[config.mk]
export PLATFORM = sky130hd
export DESIGN_NAME = setting_display_ctrl_flat
export DESIGN_NICKNAME = d
export VERILOG_FILES = /design/src/rtl/setting_display_if.sv /design/src/rtl/setting_display_ctrl.sv /design/src/flat_wrapper.sv
export SDC_FILE = /design/constraint.sdc
export NUM_CORES = 1
export LEC_CHECK = 0
export CAP_MARGIN = 10
export CORE_AREA = 2 2 106 108
export CTS_CLUSTER_DIAMETER = 40
export CTS_CLUSTER_SIZE = 14
export DETAILED_ROUTE_END_ITERATION = 16
export DIE_AREA = 0 0 108 110
export GPL_TIMING_DRIVEN = 0
export MAX_ROUTING_LAYER = met4
export PLACE_DENSITY_LB_ADDON = 0.25
export SYNTH_ARGS = -nofsm -noshare
export SYNTH_HDL_FRONTEND = slang
export SYNTH_SLANG_ARGS = --single-unit
[constraint.sdc]
create_clock -name clk -period 3 [get_ports clk]
set_input_delay 0.45 -clock clk [delete_from_list [all_inputs] [get_ports clk]]
set_output_delay 0.45 -clock clk [all_outputs]
set_load 0.005 [all_outputs]
[src/rtl/setting_display_if.sv]
// Settings-menu display bus: inputs from the settings FSM, tube/LED pin outputs.
// The master side drives the setting; the slave side (the display controller) drives the pins.
interface setting_display_if #(
  parameter int VAL_W     = 8,
  parameter int NUM_TUBES = 8
);
  logic [1:0]           cur_set;
  logic [VAL_W-1:0]     value;
  logic                 blink_en;
  logic [7:0]           seg_out;
  logic [NUM_TUBES-1:0] seg_en;
  logic                 bcd_busy;
  logic [VAL_W-1:0]     led;

  modport master (output cur_set, value, blink_en, input seg_out, seg_en, bcd_busy, led);
  modport slave  (input cur_set, value, blink_en, output seg_out, seg_en, bcd_busy, led);
endinterface

[src/rtl/setting_display_ctrl.sv]
// Multiplexed 7-segment driver: 3-char mode label plus a blinking decimal value from a
// sequential double-dabble engine. Define SETTING_LZB_EN for leading-zero blanking.
module setting_display_ctrl #(
  parameter int VAL_W      = 8,
  parameter int VAL_DIGITS = 3,
  parameter int NUM_TUBES  = 8,
  parameter int SCAN_DIV   = 50000,
  parameter int BLINK_DIV  = 25000000
) (
  input  logic              clk,
  input  logic              rst_n,
  setting_display_if.slave  bus
);
  localparam int BCD_W   = 4 * VAL_DIGITS;
  localparam int SCAN_W  = $clog2(SCAN_DIV);
  localparam int BLINK_W = $clog2(BLINK_DIV);
  localparam int IDX_W   = $clog2(NUM_TUBES);
  localparam int CNT_W   = $clog2(VAL_W + 1);

  localparam logic [SCAN_W-1:0]  SCAN_LAST  = SCAN_W'(SCAN_DIV - 1);
  localparam logic [BLINK_W-1:0] BLINK_LAST = BLINK_W'(BLINK_DIV - 1);
  localparam logic [IDX_W-1:0]   IDX_LAST   = IDX_W'(NUM_TUBES - 1);
  localparam logic [CNT_W-1:0]   SHIFT_LAST = CNT_W'(VAL_W - 1);

  typedef enum logic [1:0] {IDLE, SHIFT, DONE} bcd_state_e;

  bcd_state_e           state_q, state_d;
  logic [VAL_W-1:0]     latched_q, latched_d;
  logic [VAL_W-1:0]     bin_work_q, bin_work_d;
  logic [BCD_W-1:0]     bcd_work_q, bcd_work_d;
  logic [BCD_W-1:0]     disp_q, disp_d;
  logic [CNT_W-1:0]     shift_cnt_q, shift_cnt_d;
  logic                 busy_q, busy_d;
  logic [SCAN_W-1:0]    scan_cnt_q, scan_cnt_d;
  logic [IDX_W-1:0]     index_q, index_d;
  logic [BLINK_W-1:0]   blink_cnt_q, blink_cnt_d;
  logic                 hidden_q, hidden_d;
  logic [1:0]           cur_set_q, cur_set_d;
  logic [7:0]           seg_out_q, seg_out_d;
  logic [NUM_TUBES-1:0] seg_en_q, seg_en_d;

  logic [BCD_W+VAL_W-1:0] shifted;
  logic [VAL_DIGITS-1:0]  lz_blank;
  logic                   upper_zero;
  logic                   value_hidden;
  logic [7:0]             slot_glyph;
  logic                   slot_on;

  function automatic logic [7:0] digit_glyph(input logic [3:0] d);
    case (d)
      4'd0: return 8'hC0;  4'd1: return 8'hF9;  4'd2: return 8'hA4;  4'd3: return 8'hB0;
      4'd4: return 8'h99;  4'd5: return 8'h92;  4'd6: return 8'h82;  4'd7: return 8'hF8;
      4'd8: return 8'h80;  4'd9: return 8'h90;  default: return 8'hFF;
    endcase
  endfunction

  function automatic logic [7:0] label_glyph(input logic [1:0] sel, input int pos);
    case (sel)
      2'd0:    return (pos == 0) ? 8'hC7 : 8'h8C;                            // L P P
      2'd1:    return (pos == 0) ? 8'h92 : (pos == 1) ? 8'hF1 : 8'hA1;      // S J d
      2'd2:    return (pos == 0) ? 8'h92 : (pos == 1) ? 8'hC0 : 8'h8C;      // S 0 P
      default: return (pos == 0) ? 8'hC2 : (pos == 1) ? 8'h86 : 8'hC8;      // G E N
    endcase
  endfunction

  function automatic logic [BCD_W-1:0] dabble_adjust(input logic [BCD_W-1:0] b);
    logic [BCD_W-1:0] r;
    r = b;
    for (int i = 0; i < VAL_DIGITS; i++)
      if (r[4*i +: 4] >= 4'd5) r[4*i +: 4] = r[4*i +: 4] + 4'd3;
    return r;
  endfunction

  assign bus.led      = bus.value;
  assign bus.seg_out  = seg_out_q;
  assign bus.seg_en   = seg_en_q;
  assign bus.bcd_busy = busy_q;

  // Binary-to-BCD engine; the display register only ever takes a finished result.
  always_comb begin
    // NOTE: every signal gets a default before any branch so no latch is inferred.
    state_d     = state_q;
    latched_d   = latched_q;
    bin_work_d  = bin_work_q;
    bcd_work_d  = bcd_work_q;
    disp_d      = disp_q;
    shift_cnt_d = shift_cnt_q;
    busy_d      = busy_q;
    shifted     = {dabble_adjust(bcd_work_q), bin_work_q} << 1;
    case (state_q)
      IDLE: if (bus.value != latched_q) begin
        latched_d   = bus.value;
        bin_work_d  = bus.value;
        bcd_work_d  = '0;
        shift_cnt_d = '0;
        busy_d      = 1'b1;
        state_d     = SHIFT;
      end
      SHIFT: begin
        bcd_work_d  = shifted[BCD_W+VAL_W-1:VAL_W];
        bin_work_d  = shifted[VAL_W-1:0];
        shift_cnt_d = shift_cnt_q + 1'b1;
        if (shift_cnt_q == SHIFT_LAST) state_d = DONE;
      end
      default: begin
        disp_d  = bcd_work_q;
        busy_d  = 1'b0;
        state_d = IDLE;
      end
    endcase
  end

  always_comb begin
    lz_blank   = '0;
    upper_zero = 1'b1;
`ifdef SETTING_LZB_EN
    for (int i = VAL_DIGITS - 1; i >= 0; i--) begin
      upper_zero  = upper_zero && (disp_q[4*i +: 4] == 4'd0);
      lz_blank[i] = (i > 0) && upper_zero;
    end
`endif
  end

  // Blink phase restarts visible whenever blinking is off or the mode changes.
  always_comb begin
    cur_set_d   = bus.cur_set;
    blink_cnt_d = blink_cnt_q;
    hidden_d    = hidden_q;
    if (!bus.blink_en || (bus.cur_set != cur_set_q)) begin
      blink_cnt_d = '0;
      hidden_d    = 1'b0;
    end else if (blink_cnt_q == BLINK_LAST) begin
      blink_cnt_d = '0;
      hidden_d    = !hidden_q;
    end else begin
      blink_cnt_d = blink_cnt_q + 1'b1;
    end
  end

  assign value_hidden = bus.blink_en && hidden_q;

  always_comb begin
    slot_glyph = 8'hFF;
    slot_on    = 1'b0;
    for (int i = 0; i < VAL_DIGITS; i++)
      if (index_q == IDX_W'(i)) begin
        slot_glyph = digit_glyph(disp_q[4*i +: 4]);
        slot_on    = !value_hidden && !lz_blank[i];
      end
    for (int p = 0; p < 3; p++)
      if (index_q == IDX_W'(VAL_DIGITS + p)) begin
        slot_glyph = label_glyph(bus.cur_set, p);
        slot_on    = 1'b1;
      end
    if (index_q == IDX_LAST) begin
      slot_glyph = 8'h92;
      slot_on    = 1'b1;
    end
    if (!slot_on) slot_glyph = 8'hFF;
  end

  // Segments and enables load together on the slot boundary, so tubes never ghost.
  always_comb begin
    scan_cnt_d = scan_cnt_q + 1'b1;
    index_d    = index_q;
    seg_out_d  = seg_out_q;
    seg_en_d   = seg_en_q;
    if (scan_cnt_q == SCAN_LAST) begin
      scan_cnt_d = '0;
      index_d    = (index_q == IDX_LAST) ? '0 : index_q + 1'b1;
      seg_out_d  = slot_glyph;
      seg_en_d   = slot_on ? ~(NUM_TUBES'(1) << index_q) : '1;
    end
  end

  // NOTE: sequential state uses non-blocking assignments only, so every flop samples pre-edge values.
  always_ff @(posedge clk or negedge rst_n) begin
    if (!rst_n) begin
      state_q     <= IDLE;
      latched_q   <= '0;
      bin_work_q  <= '0;
      bcd_work_q  <= '0;
      disp_q      <= '0;
      shift_cnt_q <= '0;
      busy_q      <= 1'b0;
      scan_cnt_q  <= '0;
      index_q     <= '0;
      blink_cnt_q <= '0;
      hidden_q    <= 1'b0;
      cur_set_q   <= '0;
      seg_out_q   <= 8'hFF;
      seg_en_q    <= '1;
    end else begin
      state_q     <= state_d;
      latched_q   <= latched_d;
      bin_work_q  <= bin_work_d;
      bcd_work_q  <= bcd_work_d;
      disp_q      <= disp_d;
      shift_cnt_q <= shift_cnt_d;
      busy_q      <= busy_d;
      scan_cnt_q  <= scan_cnt_d;
      index_q     <= index_d;
      blink_cnt_q <= blink_cnt_d;
      hidden_q    <= hidden_d;
      cur_set_q   <= cur_set_d;
      seg_out_q   <= seg_out_d;
      seg_en_q    <= seg_en_d;
    end
  end
endmodule

[src/flat_wrapper.sv]
// flat-port wrapper written by rule: the top's interface ports become plain ports
module setting_display_ctrl_flat 
#(
  parameter int VAL_W      = 8,
  parameter int VAL_DIGITS = 3,
  parameter int NUM_TUBES  = 8,
  parameter int SCAN_DIV   = 50000,
  parameter int BLINK_DIV  = 25000000
)
  (clk, rst_n, bus_cur_set, bus_value, bus_blink_en, bus_seg_out, bus_seg_en, bus_bcd_busy, bus_led);
  setting_display_if #(.VAL_W(VAL_W), .NUM_TUBES(NUM_TUBES)) bus_i ();
  input  logic clk;
  input  logic rst_n;
  input wire logic [$bits(bus_i.cur_set)-1:0] bus_cur_set;
  input wire logic [$bits(bus_i.value)-1:0] bus_value;
  input wire logic [$bits(bus_i.blink_en)-1:0] bus_blink_en;
  output wire logic [$bits(bus_i.seg_out)-1:0] bus_seg_out;
  output wire logic [$bits(bus_i.seg_en)-1:0] bus_seg_en;
  output wire logic [$bits(bus_i.bcd_busy)-1:0] bus_bcd_busy;
  output wire logic [$bits(bus_i.led)-1:0] bus_led;
  assign bus_i.cur_set = bus_cur_set;
  assign bus_i.value = bus_value;
  assign bus_i.blink_en = bus_blink_en;
  assign bus_seg_out = bus_i.seg_out;
  assign bus_seg_en = bus_i.seg_en;
  assign bus_bcd_busy = bus_i.bcd_busy;
  assign bus_led = bus_i.led;
  setting_display_ctrl #(.VAL_W(VAL_W), .VAL_DIGITS(VAL_DIGITS), .NUM_TUBES(NUM_TUBES), .SCAN_DIV(SCAN_DIV), .BLINK_DIV(BLINK_DIV)) u_core (.clk(clk), .rst_n(rst_n), .bus(bus_i));
endmodule
==> out/qor.txt <==
Status: complete, no violations
Final setup fails: 0
XOR/XNOR Fraction of Synth Area: 7.252%
Residual DRC count: 0
Fillers: 891
Via count: 4,836
Total GRT Usage: 24.54%
R2R depth: 8
Clock Sink Count: 109
MaxCap Viol Count: 0
Largest family of logic cells by synthesized area: simple AND/OR/NAND/NOR gates
Yosys reg bits: 109
Leakage power: 3.149 nW
CTS max path bufs: 2
Most used DFF post-synth: dfrtp_1
Routability Congestion: 0.9162
Final WL: 13,140 µm
Crit. End Element: flip-flop
Critical register-to-register path startpoint: u_core.index_q[2]$_DFFE_PN0N_
Synth warnings: 0
Average vias per placed instance: 5.696
Wire length on met2: 6339 µm
Fraction of layout cells with a size suffix above 1: 9.591%
Compound-Gate Fraction of Synth Area: 13.69%
R2R Setup Slk: 0.26 ns
Met3 wire len: 498 µm
Critical path's slowest cell: dfrtp_1
Synth Instances: 657
Global-route wire length before repair: 22,510 µm
Post-synthesis mux area share: 1.554%
Post-synthesis simple-gate area fraction: 19.80%
Post-synth EDFFs: 0
Synth top area cells: dfrtp_1, ha_1, dfstp_2
Fin nets: 757
Die area: 11,880 µm²
Site Rows: 38
Pin count of the biggest net entering global routing: 62
Max Slew Vio Count: 0
PostCTS Resize Cnt: 0
Initial antenna violation count: 0
Slew margin rel.: 57.14%
Crit-path max cell delay: 0.58 ns
CTS Buf Count: 9
Register area share after synthesis: 43.73%
DR top layer: met4
First-pass iteration count of the detailed router: 5
Post-Syn Nets: 710
Tot Pwr: 0.004705 W
H-tree depth: 3
Minimum clock period: 2.743 ns
Routed WL per cell: 15.47 µm
Final HPWL DP: 9472 µm
Core area: 10,700 µm²
CP Launch Type: flip-flop
Fmax: 364.6 MHz
Syn avg cell area: 9.558 µm²
Die X: 108 µm
Vias in the first global route: 4,788
Final Cycle Share: 91.42%
RSZ-0062 raised after global routing: false
Area Growth Syn to Fin: 12.07%
R2r endpoint: u_core.bus.seg_out[0]$_DFFE_PN1N_
Hold buffers post-CTS: 0
Synth Area in Adders: 7.970%
WS Path Type: reg2reg
Worst setup path end: u_core.bus.seg_out[0]$_DFFE_PN1N_
Data arrival time of the critical path: 3.04 ns
DR iter-0 viols: 228
Vert. Die Dim: 110 µm
Final Hold Fails: 0
Critical path cell sequence: inv_2 > clkbuf_1 > ha_1 > clkbuf_1 > or2_1 > a2111oi_0 > nor3_1 > o31ai_1
IO Count: 38
Hold Path Class: in2async
Clk root buf: clkbuf_8
Max rail drop VDD: 496.2 µV
Worst skew pair latency: 0.39 ns
Reg clk slew, reported paths: 0.11 ns
DRT antenna net count: 0
Final hold slack: 0.07089 ns
Post-synthesis cell type count: 65
CP required: 3.30 ns
Worst slew pin tran: 0.6430 ns
Clk_skew: 0.01806 ns
CP startpoint: u_core.index_q[2]$_DFFE_PN0N_
Async SR Flop Fraction: 100.0%
Aggregate global routing overflow: 0
Met1 WL: 6013 µm
Share of the synthesized area in the top cell type: 37.46%
CP most frequent cell: clkbuf_1
Ant diodes: 0
Top fanout value on the critical path: 11
# port buffers: 36
Power per cell area: 668.5 nW/µm²
Post-Syn Area: 6280 µm²
Post-CTS setup buffers: 0
CTS tree: done
Starting density of the core: 58.70%
Top cell type by total area after synthesis: dfrtp_1
-- worst min-delay path by stage --
stage | from | endpoint | cells past startpoint
after detailed placement | u_core.bus.seg_en[4]$_DFFE_PN1N_ | u_core.bus.seg_en[4]$_DFFE_PN1N_ | 2
after floorplan | rst_n | u_core.bcd_work_q[0]$_DFFE_PN0P_ | 0
after global routing | rst_n | u_core.blink_cnt_q[5]$_DFF_PN0_ | 1
final | rst_n | u_core.blink_cnt_q[5]$_DFF_PN0_ | 1
after CTS | rst_n | u_core.scan_cnt_q[9]$_DFF_PN0_ | 1
after global placement | u_core.bus.seg_en[5]$_DFFE_PN1N_ | u_core.bus.seg_en[5]$_DFFE_PN1N_ | 2
-- layer usage --
layer	track usage (%)	vias to the layer above
met2	38.59	106
met5	-	-
met4	10.26	0
li1	-	2365
met3	3.469	24
met1	32.32	2341
-- synth_stat cells, drive strengths merged (3+ instances only) --
cell type	count
a21oi	21
inv	41
and4bb	3
a21o	9
dfrtp	94
nand2b	8
clkbuf	20
a31oi	9
nor2	68
o31ai	5
xnor2	25
mux2	6
o211ai	3
xor2	27
nand4	14
and3	9
mux2i	3
ha	40
a221oi	3
nor4b	6
and2	5
dfstp	15
o21ai	49
nand3	33
buf	20
and4	8
nand2	50
nor3	9
nor2b	11
a221o	8
-- registers in the layout (all words and copies together) (netlist names), 3 cells and up --
register            count
u_core.bus.seg_out      7
u_core.blink_cnt_q     25
u_core.bus.seg_en       8
u_core.index_q          3
u_core.scan_cnt_q      16
u_core.disp_q          12
u_core.latched_q        8
u_core.bin_work_q       8
u_core.bcd_work_q      12
u_core.shift_cnt_q      4
-- worst max-delay path, delay by kind of cell, from the launching register on --
kind                     cells  cell delay, ns
AO/OA/AOI/OAI                2            0.70
adder cells (fa/ha/maj)      1            0.29
buffers and inverters        3            0.60
flip-flops                   1            0.58
AND/OR/NAND/NOR              2            0.47
-- cell usage in the layout, fill, tap and decap left out, types with 9 or more instances in the layout --
| master | synthesis | final |
|---|---|---|
| a21o_1 | 9 | 9 |
| nand4_1 | 12 | 12 |
| ha_1 | 40 | 40 |
| a31oi_1 | 9 | 9 |
| dfstp_2 | 15 | 15 |
| xor2_1 | 27 | 27 |
| nor2_1 | 68 | 68 |
| o21ai_0 | 22 | 22 |
| nor3_1 | 9 | 9 |
| clkdlybuf4s50_1 | 0 | 35 |
| xnor2_1 | 25 | 25 |
| nor2b_1 | 10 | 10 |
| nand2_1 | 50 | 50 |
| and3_1 | 9 | 9 |
| nand3_1 | 33 | 33 |
| a21oi_1 | 21 | 21 |
| inv_1 | 40 | 40 |
| clkbuf_1 | 20 | 19 |
| o21ai_1 | 27 | 27 |
| buf_4 | 10 | 11 |
| dfrtp_1 | 94 | 94 |
| clkbuf_8 | 0 | 9 |
-- cells by family (layout without fill, tap and decap cells) --
kind of cell	Yosys count	in the layout
muxes	9	9
AOI/OAI and AO/OA	131	131
adders and majority gates	40	40
other	1	1
DFF	109	109
buffers and inverters	81	133
xor gates and xnor gates	52	52
and+or+nand+nor	234	234
-- metrics by stage --
stage	cells	worst slack, ns	cell area [µm²]	util (%)	setup TNS [ns]
2_1_floorplan	657	0.7337	6280	-	0
3_3_place_gp	833	-2.573	6815	63.71	-259.79
3_5_place_dp	834	0.1482	6840	63.94	0
4_1_cts	850	0.1180	7042	65.82	0
5_1_grt	849	0.04726	7038	65.79	0
6_report	849	0.2575	7038	65.79	0
-- final cells by class --
| class | count | area (µm²) | area share [%] |
|---|---|---|---|
| Buffer | 39 | 215.2 | 3.058 |
| Clock buffer | 9 | 123.9 | 1.760 |
| Clock inverter | 7 | 77.57 | 1.102 |
| Inverter | 41 | 153.9 | 2.187 |
| Multi-Input combinational cell | 467 | 3161 | 44.91 |
| Sequential cell | 109 | 2746 | 39.02 |
| Tap cell | 140 | 175.2 | 2.489 |
| Timing Repair Buffer | 37 | 385.4 | 5.476 |
-- where the power goes --
part,internal [W],switching (W),total [W]
Clock,0.000398,0.000538,0.000936
Sequential,0.00176,0.000254,0.00201
Combinational,0.000764,0.000993,0.00176
No activity file was read; power rests on OpenSTA's default activity.
